===== config.mk =====
export PLATFORM = sky130hd
export DESIGN_NAME = operand_fetch_ctrl
export DESIGN_NICKNAME = d
export VERILOG_FILES = /design/src/rtl/operand_fetch_ctrl.sv
export SDC_FILE = /design/constraint.sdc
export NUM_CORES = 1
export LEC_CHECK = 0
export ABC_CLOCK_PERIOD_IN_PS = 1400
export CAP_MARGIN = 20
export CELL_PAD_IN_SITES_DETAIL_PLACEMENT = 1
export CELL_PAD_IN_SITES_GLOBAL_PLACEMENT = 1
export CORE_MARGIN = 3
export CORE_UTILIZATION = 31
export CTS_BUF_LIST = sky130_fd_sc_hd__clkbuf_16
export DETAILED_ROUTE_END_ITERATION = 10
export PLACE_DENSITY_LB_ADDON = 0.1
export SLEW_MARGIN = 20
export SYNTH_ARGS = -nofsm -noshare
export SYNTH_HDL_FRONTEND = slang
export SYNTH_SLANG_ARGS = --single-unit

===== constraint.sdc =====
create_clock -name clk -period 1.4 [get_ports clk]
set_input_delay 0.28 -clock clk [delete_from_list [all_inputs] [get_ports clk]]
set_output_delay 0.28 -clock clk [all_outputs]
set_load 0.02 [all_outputs]

===== src/rtl/operand_fetch_ctrl.sv =====
// Operand fetch sequencer: steps the external 4:1 mux select through two sources,
// captures both operands and offers the pair to the ALU. Optional: OPERAND_FETCH_SAME_SRC_BYPASS_EN.
//
// state   | meaning
// IDLE    | waiting for an operand request, instr_ready high
// FETCH_A | Sel = src_a, capture operand A this cycle
// FETCH_B | Sel = latched src_b, capture operand B this cycle
// HOLD    | pair valid, waiting for op_ready
module operand_fetch_ctrl #(
  parameter int DATA_W = 16,
  parameter int SEL_W  = 2
) (
  input  logic              clk,
  input  logic              rst,
  input  logic              instr_valid,
  output logic              instr_ready,
  input  logic [SEL_W-1:0]  src_a,
  input  logic [SEL_W-1:0]  src_b,
  output logic [SEL_W-1:0]  Sel,
  input  logic [DATA_W-1:0] mux_out,
  output logic [DATA_W-1:0] op_a,
  output logic [DATA_W-1:0] op_b,
  output logic              op_valid,
  input  logic              op_ready
);

  typedef enum logic [1:0] {
    IDLE    = 2'd0,
    FETCH_A = 2'd1,
    FETCH_B = 2'd2,
    HOLD    = 2'd3
  } state_t;

  state_t state, state_nxt;

  logic [SEL_W-1:0]  src_b_q, src_b_nxt, sel_nxt;
  logic [DATA_W-1:0] op_a_nxt, op_b_nxt;
  logic              op_valid_nxt;

`ifdef OPERAND_FETCH_SAME_SRC_BYPASS_EN
  logic same_q, same_nxt;
`endif

  always_ff @(posedge clk) begin
    if (rst) state <= IDLE;
    else     state <= state_nxt;
  end

  always_comb begin
    state_nxt = state;
    case (state)
      IDLE:    if (instr_valid) state_nxt = FETCH_A;
`ifdef OPERAND_FETCH_SAME_SRC_BYPASS_EN
      FETCH_A: state_nxt = same_q ? HOLD : FETCH_B;
`else
      FETCH_A: state_nxt = FETCH_B;
`endif
      FETCH_B: state_nxt = HOLD;
      HOLD:    if (op_ready) state_nxt = IDLE;
      default: state_nxt = IDLE;
    endcase
  end

  // Next values for the registered outputs; everything holds unless the state says otherwise.
  always_comb begin
    sel_nxt      = Sel;
    src_b_nxt    = src_b_q;
    op_a_nxt     = op_a;
    op_b_nxt     = op_b;
    op_valid_nxt = op_valid;
`ifdef OPERAND_FETCH_SAME_SRC_BYPASS_EN
    same_nxt     = same_q;
`endif
    case (state)
      IDLE: begin
        if (instr_valid) begin
          sel_nxt   = src_a;
          src_b_nxt = src_b;
`ifdef OPERAND_FETCH_SAME_SRC_BYPASS_EN
          same_nxt  = (src_a == src_b);
`endif
        end
      end
      FETCH_A: begin
        op_a_nxt = mux_out;
`ifdef OPERAND_FETCH_SAME_SRC_BYPASS_EN
        if (same_q) begin
          op_b_nxt     = mux_out;
          op_valid_nxt = 1'b1;
        end else begin
          sel_nxt = src_b_q;
        end
`else
        sel_nxt = src_b_q;
`endif
      end
      FETCH_B: begin
        op_b_nxt     = mux_out;
        op_valid_nxt = 1'b1;
      end
      HOLD: begin
        if (op_ready) op_valid_nxt = 1'b0;
      end
      default: op_valid_nxt = 1'b0;
    endcase
  end

  always_ff @(posedge clk) begin
    if (rst) begin
      Sel      <= '0;
      src_b_q  <= '0;
      op_a     <= '0;
      op_b     <= '0;
      op_valid <= 1'b0;
    end else begin
      Sel      <= sel_nxt;
      src_b_q  <= src_b_nxt;
      op_a     <= op_a_nxt;
      op_b     <= op_b_nxt;
      op_valid <= op_valid_nxt;
    end
  end

`ifdef OPERAND_FETCH_SAME_SRC_BYPASS_EN
  always_ff @(posedge clk) begin
    if (rst) same_q <= 1'b0;
    else     same_q <= same_nxt;
  end
`endif

  assign instr_ready = (state == IDLE);

endmodule


# ---- Word-level counts from Yosys, hierarchy flattened
# Index checks and enable logic that the tools add are counted.
dict set report classes {
  n_eq_ne 5
  mux 7
  n_reduce_logical 7
}
# operator count
set op_table {}
lappend op_table {{$pmux W2 S4} 1}
lappend op_table {{$reduce_and A2 Y1} 4}
lappend op_table {{$mux W2} 3}
lappend op_table {{$eq A2 B2 Y1 const B} 2}
lappend op_table {{$ne A2 B2 Y1 const B} 2}
lappend op_table {{$pmux W2 S2} 1}
lappend op_table {{$reduce_bool A2 Y1} 2}
lappend op_table {{$eq A2 B1 Y1 const B} 1}
lappend op_table {{$logic_not A2 Y1} 1}
lappend op_table {{$pmux W1 S2} 1}
lappend op_table {{$mux W1} 1}
dict set report word_totals {
  register_bits 39
  input_bits 24
  output_inout_bits 36
}

# ---- Longest topological paths before layout
dict set report logic_depth {
  word_depth 3
  mapped_depth 6
  depth_no_buf 5
}

# ---- Least setup slack after synthesis
# OpenSTA, ideal clock, no wires.
dict set report synth_timing {
  path_type {reg-to-reg}
  start {register state[1]}
  end {register Sel[0]}
  setup_ps 133
  arrival_ps 1239
  t_required_ps 1267
  slack_ps 28
  stages_incl_launch_ff 6
  synth_period_minus_slack_ps 1372
  path_cell_list {dfxtp_1 inv_1 ha_1 mux2_4 nor2_1 a211oi_1}
}
dict set report synth_via {
  elab_chain_len 3
  word_cells_on_any_way 6
}
# item line
set synth_lines {}
lappend synth_lines {{start: declaration} 34} ;# state_t state, state_nxt;
lappend synth_lines {{start signal: assignment} 46} ;# else state <= state_nxt;
lappend synth_lines {{$logic_not A2 Y1 *} n/a}
lappend synth_lines {{via instr_ready} 16} ;# output logic instr_ready,
lappend synth_lines {{$ne A2 B2 Y1 (no source line) or $reduce_bool A2 Y1 (tied branches)} n/a}
lappend synth_lines {{$reduce_and A2 Y1 (no source line)} n/a}
lappend synth_lines {{end signal: assignment} 116} ;# Sel <= sel_nxt;
lappend synth_lines {{end: declaration} 19} ;# output logic [SEL_W-1:0] Sel,
# Mark *: on every way through the listed nets, which the timed path passes. The rest lies on a longest branch.
# A chain may end at the register's enable or synchronous reset.

# ---- Worst setup path in the final report
dict set report layout_timing {
  start {register state[0]}
  end {register Sel[1]}
}
dict set report layout_via {
  elab_chain_len 3
  word_cells_on_any_way 6
}
# item line
set layout_lines {}
lappend layout_lines {{$eq A2 B1 Y1 or $logic_not A2 Y1 (tied branches)} 74} ;# case (state)
lappend layout_lines {{$reduce_bool A2 Y1 (no source line) or $ne A2 B2 Y1 (tied branches)} n/a}
lappend layout_lines {{$reduce_and A2 Y1 (no source line)} n/a}
# Several ways; a longest one is shown, not always the timed one.

==> impl_metrics.ini <==
[power]
p_seq_share_pct = 32.6
clockPowerShare_pct = 21.8
internal_power_mw = 3.060
peakVddDrop_v = 0.0009638
switchingPower_mw = 1.706
cellLeakagePower_nw = 1.058
sw_frac_of_total_pct = 35.79
p_per_area_nw_per_um2 = 2040
comb_power_share_pct = 45.7

[worst_hold_path]
holdPathStages = 2
worstHoldEndpoint = src_b_q[1]$_SDFFE_PP0P_
hp-start = src_b_q[1]$_SDFFE_PP0P_
hold_class = flop to flop

[finish]
antenna_cells = 0
finish.utilization_pct = 52.21
layout-drive-gt1-share_pct = 12.62
area_growth_pct = 57.55
layout.nets = 241
fillCellCount = 496

[clock_network]
cts_buffer_depth = 2
htreeDepth = 2
holdBufCountCts = 0
clk_pin_slew_ps = 50
cts_tree = done
worstSkewPairLatency_ps = 270
cts.sinks = 39
cts-root-buf = clkbuf_16
cts_buffers = 5

[run_status]
outcome = completed

[global_routing]
grt_max_degree = 40
antenna_found_initial = 0
use_met1_pct = 16.11
grt_util_met2_pct = 28.14
grt_pass1_wl_mm = 6.486
grt-ovfl-total = 0
grt_pass1_vias = 1375
grt_usage_pct = 15.21
gr-max-usage-layer = met2
grtUsageMet3_pct = 5.741

[setup_path]
timing.rr.end = Sel[1]$_SDFFE_PP0P_
arrival_ps = 1550
worst_path_largest_cell_delay_ps = 350
cp_data_required_time_ps = 1590
rr_worst_depth = 5
crit_chain = inv_1 > ha_2 > buf_4 > mux2_4 > a211oi_2
crit_fanout = 6
end_kind = flop
critPathKind = flop to flop
rrSetupSlack_ps = 40
regToRegStartpoint = state[0]$_SDFFE_PP0P_
crit_path_start_kind = flop
slowest_stage = mux2_4

[floorplanning]
start_util_pct = 33.14
core_area_sq_um = 4474
rows = 24
die_w_um = 75.16
ios = 60
dieHeight_um = 75.16
die-area_sq_um = 5648

[detailed_routing]
drc = 0
via_per_inst = 4.711
firstDrtPassIters = 4
finalWirelength_mm = 4.039
num_vias = 1253
drtIter0Drc = 35
wl_per_cell_um = 15.18
ant_nets = 0

[yosys]
yosysTopAreaCell = dfxtp_1
yosys_warnings = 0
syn-num-nets = 171
synth_edf_count = 0
synth_area_leaders = dfxtp_1, mux2i_1, nor2_1
async_flop_share_pct = 0
ys_ff_latch = 39
synth.cell_area_sq_um = 1483
yosysMostFrequentCell = dfxtp_1
yosys.area.top_type_share_pct = 52.66
avgSynthCellArea_sq_um = 10.37
syn_inst = 143
synth_cell_types = 17
yosys-top-cells-count = dfxtp_1, nor2_1, mux2i_1
synth_seq_area_share_pct = 52.66
synth_ff_type = dfxtp_1

[placed_design]
gp_congestion = 0.7072
dp.final_hpwl_mm = 3.095
io_buffers = 59

[timing]
skew_ps = 2.123
min_period_ps = 1358
hold_viol = 0
max_freq_mhz = 736.4
worst_slew_pin_slew_ps = 259.3
fin_crit_sh_pct = 96.99
fin_setup_tns_ps = 0
relSlewSlack_pct = 82.79
slew_violations = 0
setup_violations = 0

[flow_run]
cap_violations = 0
-- worst max-delay path: cells and delay by family (launching register included) --
kind / cells / cell delay, ps
muxes: 1 / 350
DFF: 1 / 320
buffers and inverters: 2 / 230
adders and majority gates: 1 / 190
AOI/OAI and AO/OA: 1 / 190
-- sequential cells by signal, indices dropped and copies added, names as in the netlist --
signal    count
state         2
Sel           2
src_b_q       2
op_b         16
op_valid      1
op_a         16
-- power by group through the flow --
stage / combinational [mW] / clock (mW) / sequential, mW
2_1_floorplan: 0.964 / 0 / 1.87
3_3_place_gp: 2.18 / 0 / 1.55
3_5_place_dp: 2.28 / 0 / 1.57
4_1_cts: 2.14 / 1.08 / 1.55
5_1_grt: 2.37 / 1.12 / 1.59
6_report: 2.18 / 1.04 / 1.55
-- final cells by class --
type	instances	area, sq um	share of cell area, %
tap	52	65.06	2.785
sequential	39	782.0	33.48
multi-input combinational	94	676.9	28.98
clock inverter	3	11.26	0.4821
timing repair buffer	71	668.1	28.60
inverter	2	7.507	0.3214
clock buffer	5	125.1	5.356
-- cell families (layout without fill, tap and decap cells) --
group	after synthesis	in the layout	share of synthesized area [%]
AOI/OAI and AO/OA	9	9	3.713
adders and majority gates	4	4	3.376
buffers and inverters	10	81	3.882
DFF	39	39	52.66
muxes	35	35	23.97
and+or+nand+nor	46	46	12.40
-- worst max-delay path by stage --
stage,to,from,cells past startpoint
4_1_cts,Sel[1]$_SDFFE_PP0P_,state[0]$_SDFFE_PP0P_,6
6_report,Sel[1]$_SDFFE_PP0P_,state[0]$_SDFFE_PP0P_,5
5_1_grt,Sel[1]$_SDFFE_PP0P_,state[0]$_SDFFE_PP0P_,5
3_3_place_gp,instr_ready,state[0]$_SDFFE_PP0P_,3
3_5_place_dp,instr_ready,state[0]$_SDFFE_PP0P_,3
2_1_floorplan,Sel[0]$_SDFFE_PP0P_,state[1]$_SDFFE_PP0P_,5
-- layout by cell type, fill, tap and decap left out, types with 4 or more instances in the layout --
cell / count
a21oi_1: 5
buf_4: 7
clkbuf_16: 5
clkdlybuf4s50_1: 23
dfxtp_1: 38
dlygate4sd2_1: 35
mux2i_1: 34
nand2_1: 4
nor2_1: 34
-- metal layers --
layer,vias up,routed length [um]
met4,0,15
met3,2,249
met5,-,0
met1,602,1570
met2,34,2203
li1,615,-
-- per-stage QoR --
| step | setup WS, ps | cell area [sq um] | hold WS [ps] | instances | power [mW] |
|---|---|---|---|---|---|
| after floorplan | 27.96 | 1483 | 427.2 | 143 | 2.832 |
| after global placement | -3.832 | 2203 | 441.9 | 258 | 3.735 |
| after detailed placement | -71.88 | 2203 | 459.7 | 258 | 3.853 |
| after CTS | 21.57 | 2307 | 467.5 | 266 | 4.766 |
| after global routing | -1.429 | 2336 | 486.3 | 266 | 5.079 |
| final | 42.13 | 2336 | 462.9 | 266 | 4.766 |
-- repair_timing --
item / CTS / global route
gates resized for setup: 44 / 8
setup endpoints to repair: 38 / 18
setup buffers: 0 / 0
No activity file was read; power rests on OpenSTA's default activity.
